`src/rtl/sdma_arb_pkg.sv`:
```
// Shared types and defaults for the SDMA request arbiter.
package sdma_arb_pkg;

    typedef enum logic [1:0] {
        ST_IDLE   = 2'd0,
        ST_REQ    = 2'd1,
        ST_ACTIVE = 2'd2,
        ST_DONE   = 2'd3
    } arb_state_t;

    localparam int DEF_TIMEOUT_CYCLES = 4096;

endpackage

```
`src/rtl/rr_pick.sv`:
```
// Combinational round-robin picker: first eligible bit above ptr, wrapping.
// Generic enough to arbitrate message or interrupt sources as well.
module rr_pick #(
    parameter  int NUM_REQ = 4,
    localparam int PTR_W   = $clog2(NUM_REQ)
) (
    input  logic [NUM_REQ-1:0] eligible,
    input  logic [PTR_W-1:0]   ptr,
    output logic [NUM_REQ-1:0] winner_oh,
    output logic [PTR_W-1:0]   winner_idx,
    output logic               any_valid
);

    logic [PTR_W-1:0] cand;

    // Walk offsets from farthest to nearest so the closest eligible
    // requester after ptr is the last (and therefore surviving) assignment.
    always_comb begin
        // NOTE: every output gets a default before the loop; without it a
        // path that finds no eligible bit would hold the old value (latch).
        winner_oh  = '0;
        winner_idx = '0;
        any_valid  = 1'b0;
        cand       = '0;
        for (int off = NUM_REQ; off >= 1; off--) begin
            cand = PTR_W'((int'(ptr) + off) % NUM_REQ);
            if (eligible[cand]) begin
                winner_oh       = '0;
                winner_oh[cand] = 1'b1;
                winner_idx      = cand;
                any_valid       = 1'b1;
            end
        end
    end

endmodule

```
`src/rtl/sdma_req_arbiter.sv`:
```
// Round-robin sharing of one SDMA macro channel between NUM_REQ requesters.
// Optional grant watchdog enabled by defining SDMA_ARB_TIMEOUT_EN.
module sdma_req_arbiter
    import sdma_arb_pkg::*;
#(
    parameter int NUM_REQ        = 4,
    parameter int TIMEOUT_CYCLES = DEF_TIMEOUT_CYCLES,
    parameter int TMR_W          = 13
) (
    input  logic               WB_CLK,
    input  logic               WB_RST,
    input  logic [NUM_REQ-1:0] Req_i,
    input  logic [NUM_REQ-1:0] Sreq_i,
    input  logic [NUM_REQ-1:0] Req_En_i,
    output logic [NUM_REQ-1:0] Grant_o,
    output logic [NUM_REQ-1:0] Done_o,
    output logic [NUM_REQ-1:0] Active_o,
    output logic               Busy_o,
    output logic               SDMA_Req_o,
    output logic               SDMA_Sreq_o,
    input  logic               SDMA_Active_i,
    input  logic               SDMA_Done_i,
    input  logic               Err_Clr_i,
    output logic               Timeout_Intr_o
);

    localparam int PTR_W = $clog2(NUM_REQ);

    arb_state_t         state;
    logic [NUM_REQ-1:0] grant;
    logic [NUM_REQ-1:0] done_q;
    logic [PTR_W-1:0]   ptr;
    logic               sdma_req;
    logic               sdma_sreq;
    logic [NUM_REQ-1:0] win_oh;
    logic [PTR_W-1:0]   win_idx;
    logic               any_valid;
    logic               owner_req;
    logic               expire;

    rr_pick #(.NUM_REQ(NUM_REQ)) u_pick (
        .eligible   (Req_i & Req_En_i),
        .ptr        (ptr),
        .winner_oh  (win_oh),
        .winner_idx (win_idx),
        .any_valid  (any_valid)
    );

    assign owner_req = |(Req_i & grant);

    // NOTE: synchronous reset lives inside the clocked block and all state is
    // written with <= so every register sees pre-edge values of the others.
    always_ff @(posedge WB_CLK) begin
        if (WB_RST) begin
            state     <= ST_IDLE;
            grant     <= '0;
            done_q    <= '0;
            ptr       <= PTR_W'(NUM_REQ - 1);
            sdma_req  <= 1'b0;
            sdma_sreq <= 1'b0;
        end else begin
            done_q <= '0;
            case (state)
                ST_IDLE: begin
                    if (any_valid) begin
                        grant     <= win_oh;
                        ptr       <= win_idx;
                        sdma_req  <= 1'b1;
                        sdma_sreq <= Sreq_i[win_idx];
                        state     <= ST_REQ;
                    end
                end
                ST_REQ: begin
                    // Completion beats watchdog, which beats the normal handshake.
                    if (SDMA_Done_i) begin
                        sdma_req  <= 1'b0;
                        sdma_sreq <= 1'b0;
                        done_q    <= grant;
                        state     <= ST_DONE;
                    end else if (expire || !(SDMA_Active_i || owner_req)) begin
                        sdma_req  <= 1'b0;
                        sdma_sreq <= 1'b0;
                        grant     <= '0;
                        state     <= ST_IDLE;
                    end else if (SDMA_Active_i) begin
                        sdma_req  <= 1'b0;
                        sdma_sreq <= 1'b0;
                        state     <= ST_ACTIVE;
                    end
                end
                ST_ACTIVE: begin
                    if (SDMA_Done_i) begin
                        done_q <= grant;
                        state  <= ST_DONE;
                    end else if (expire) begin
                        grant <= '0;
                        state <= ST_IDLE;
                    end
                end
                ST_DONE: begin
                    grant <= '0;
                    state <= ST_IDLE;
                end
                default: state <= ST_IDLE;
            endcase
        end
    end

`ifdef SDMA_ARB_TIMEOUT_EN
    logic [TMR_W-1:0] tmr;
    logic             to_flag;

    assign expire = (state == ST_REQ || state == ST_ACTIVE) &&
                    (tmr == TMR_W'(TIMEOUT_CYCLES - 1));

    always_ff @(posedge WB_CLK) begin
        if (WB_RST) begin
            tmr     <= '0;
            to_flag <= 1'b0;
        end else begin
            tmr <= (state == ST_IDLE) ? '0 : tmr + 1'b1;
            if (expire && !SDMA_Done_i)
                to_flag <= 1'b1;
            else if (Err_Clr_i)
                to_flag <= 1'b0;
        end
    end

    assign Timeout_Intr_o = to_flag;
`else
    logic             unused_err_clr;
    logic [TMR_W-1:0] unused_tmr_cfg;

    assign expire         = 1'b0;
    assign Timeout_Intr_o = 1'b0;
    assign unused_err_clr = Err_Clr_i;
    assign unused_tmr_cfg = TMR_W'(TIMEOUT_CYCLES);
`endif

    assign Grant_o     = grant;
    assign Done_o      = done_q;
    assign Active_o    = grant & {NUM_REQ{SDMA_Active_i}};
    assign Busy_o      = (state != ST_IDLE);
    assign SDMA_Req_o  = sdma_req;
    assign SDMA_Sreq_o = sdma_sreq;

endmodule
```
`config.mk`:
```
export PLATFORM = sky130hd
export DESIGN_NAME = sdma_req_arbiter
export DESIGN_NICKNAME = d
export VERILOG_FILES = /design/src/rtl/sdma_arb_pkg.sv /design/src/rtl/rr_pick.sv /design/src/rtl/sdma_req_arbiter.sv
export SDC_FILE = /design/constraint.sdc
export NUM_CORES = 1
export LEC_CHECK = 0
export CAP_MARGIN = 20
export CORE_MARGIN = 2
export CORE_UTILIZATION = 50
export DETAILED_ROUTE_END_ITERATION = 7
export HOLD_SLACK_MARGIN = 0.08
export PLACE_DENSITY = 0.83
export REMOVE_ABC_BUFFERS = 1
export SYNTH_ARGS = -nofsm -noshare
export SYNTH_HDL_FRONTEND = slang
export SYNTH_SLANG_ARGS = --single-unit
export TNS_END_PERCENT = 30
```
`constraint.sdc`:
```
create_clock -name WB_CLK -period 4.67 [get_ports WB_CLK]
set_input_delay 0.934 -clock WB_CLK [delete_from_list [all_inputs] [get_ports WB_CLK]]
set_output_delay 0.934 -clock WB_CLK [all_outputs]
set_load 0.05 [all_outputs]
```
==> results.md <==
- Final Cycle Share: approximately 73%
- Gpl congestion: 0.833
- Clock Skew: 10.8 ps
- Core ar.: 2250 um2
- Wire length per cell: 14.4 um
- CTS tree: built
- Minimum clock period after layout: roughly 3400 ps
- Post-route ant nets: 0
- Synth Warn #: 0
- Post-Syn Instances: 137
- Synth Area in XOR/XNOR: 0%
- Mux cell area share after synthesis: 8.41%
- Avg Inst Size Synth: around 8.8 um2
- Commonest non-fill, non-tap cells in the layout: clkdlybuf4s50_1, and2_1, dfxtp_1
- Worst EP required: 3740 ps
- TritonCTS buffer count: 3
- Crit path top cell by count: clkdlybuf4s50_1
- Synthesized area: 1200 um2
- R2R Setup Slk: 1970 ps
- Total global routing overflow: 0
- Compound-Gate Fraction of Synth Area: 28.6%
- Total power after layout: 0.802 mW
- Cell family with most CP delay: buffers and inverters
- First-pass GRT wire length: 4550 um
- RSZ-0062 raised after global routing: no
- CTS Buffer Depth: 2
- CP endpoint kind: primary output
- Final WS setup: 1270 ps
- # IOs: 33
- CP max FO: 6
- Pins over their slew limit: 0
- Clk root buf: clkbuf_4
- Clock-pin slew on the worst setup and hold paths: 80 ps
- Maximum Capacitance Violations: 0
- Final setup fails: 0
- Layout Nets: approximately 200
- Via/cell ratio: 5.89
- Worst hold slack: approximately 500 ps
- Final Hold Fails: 0
- Vias in the first global route: approximately 1100
- Crit-path max cell delay: 810 ps
- CP cell instances: clkdlybuf4s50_1, and2_1, clkdlybuf4s50_1
- Crit Path Category: in -> out
- Die Wd: 53.1 um
- Number of detailed-route iterations in the first pass: 4
- Die area: 2820 um2
- CTS Hold Bufs: 0
- Fin area: roughly 1500 um2
- FF+latch count, synth: 14
- DRC: 0
- Worst slew margin: 61.3%
- Synth Area in Adders: around an eighth
- Sequential-to-total area share from yosys stat: 23.3%
- Worst-Skew Late Latency: about 270 ps
- Maximum vdd drop: 0.274 mV
- Initial antenna violation count: 0
- Largest family of logic cells by synthesized area: compound AO/OA/AOI/OAI gates
- Share of cells above drive strength 1: 7.88%
- Pre-CTS WS: 1280 ps
- Worst-margin pin slew: 579 ps
- Row Count: 17
- Leakage power: roughly 0.61 nW
- Postcts setup bufs: 0
- DRT iter0 DRCs: 28
- Worst hold path class: reg -> reg
- Post-DP HPWL: 2220 um
- Total wire length: 2790 um
- Antenna diode instance count: 0
- Input/output buffers: 30
- Layout area overhead: 27.2%
- Critical path launch point: SDMA_Active_i
- Vias: around 1100
- # clock sinks: 14
- Outcome: finished, final reports clean
- Leading cell type in the layout, fill and taps excluded: clkdlybuf4s50_1
- Die boundary height: 53.1 um
- Crit-path slowest cell: clkdlybuf4s50_1
- Final setup TNS: 0 ps
- Power Density: 523 nW/um2
- Buf+Inv Stages, Crit Path: 2
- Critical Path AT: 2470 ps
- Post-synthesis cell type count: 39
- Largest net degree at the start of global routing: 14
- Critical Path Source Type: input pin
- Initial Util: 53.4%
- FMAX: 294 MHz
- Synth Area in Simple Gates: 22.5%
- CTS H-Tree Depth: 1
- GRT Total Usage: around a fifth
- Min-delay src: SDMA_Sreq_o
- Placed inst area: 1510 um2
- Post-CTS sizing: 0
- RR Startpoint: ptr[0]
==> state kept, by name, summed over array words and instances (netlist names), named ones only <==
name / count
ptr: 2
SDMA_Sreq_o: 1
SDMA_Req_o: 1
Grant_o: 4
state: 1
Done_o: 4
==> logic make-up after synthesis <==
| family | after synthesis |
|---|---|
| flip-flops | 14 |
| AO/OA/AOI/OAI | 46 |
| buffers and inverters | 10 |
| AND/OR/NAND/NOR | 50 |
| adder cells (fa/ha/maj) | 12 |
| multiplexers | 4 |
| other | 1 |
==> power by group <==
group / internal [mW] / total (mW) / leakage [nW] / switching, mW
combinational: 0.214 / 0.539 / 0.484 / 0.325
clock: 0.0298 / 0.0637 / 0.0138 / 0.0339
sequential: 0.153 / 0.199 / 0.115 / 0.0465
total: 0.397 / 0.802 / 0.612 / 0.406
==> layout make-up <==
cell class / instances / area, um2
inverter: 5 / 23.8
multi-input combinational: 113 / 871
sequential: 14 / 280
tap: 28 / 35.0
clock buffer: 3 / 22.5
timing repair buffer: 30 / 300
fill: 202 / 722
==> synth_stat cells, drive strengths merged <==
master / number / area [um2]
and3b: 1 / 10.0
mux4: 4 / 101
and4: 1 / 8.76
a22oi: 7 / 52.6
a21bo: 1 / 10.0
a311oi: 2 / 23.8
o21ai: 5 / 25.0
a311o: 3 / 30.0
nor2: 11 / 41.3
a21oi: 12 / 60.1
nand3b: 1 / 7.51
and3: 1 / 7.51
conb: 1 / 3.75
inv: 5 / 23.8
nand3: 2 / 10.0
nand2: 10 / 37.5
or4: 1 / 7.51
o31ai: 2 / 20.0
o41a: 1 / 11.3
a211oi: 7 / 57.6
clkbuf: 3 / 11.3
dfxtp: 14 / 280
ha: 12 / 150
or2: 2 / 12.5
a31oi: 1 / 6.26
nor4b: 1 / 8.76
buf: 2 / 18.8
and2: 17 / 108
a21o: 1 / 7.51
a221o: 4 / 40.0
nor2b: 2 / 12.5
==> tightest hold or removal path, delay by kind of cell, from the launching register on <==
kind | cells | cell delay [ps]
AND/OR/NAND/NOR | 1 | 90
AO/OA/AOI/OAI | 1 | 60
flip-flops | 1 | 310
==> worst paths after layout <==
kind                 endpoint  cells past startpoint
setup / recovery  Active_o[2]                      3
hold / removal    SDMA_Sreq_o                      2
setup reg to reg  SDMA_Sreq_o                      7
hold reg to reg   SDMA_Sreq_o                      2
==> metrics by stage <==
step / cells / utilization, %
2_1_floorplan: 132 / -
3_3_place_gp: 190 / 67.0
3_5_place_dp: 190 / 67.0
4_1_cts: 193 / 68.0
5_1_grt: 193 / 68.0
6_report: 193 / 68.0
==> layer usage <==
metal	global-route usage [%]	share of wire, %	vias up
met2	40.6	49	48
li1	-	-	576
met5	0	0	-
met1	24.7	43	510
met4	4.70	0.39	0
met3	3.11	7.1	2
(Power assumes the default switching activity.)
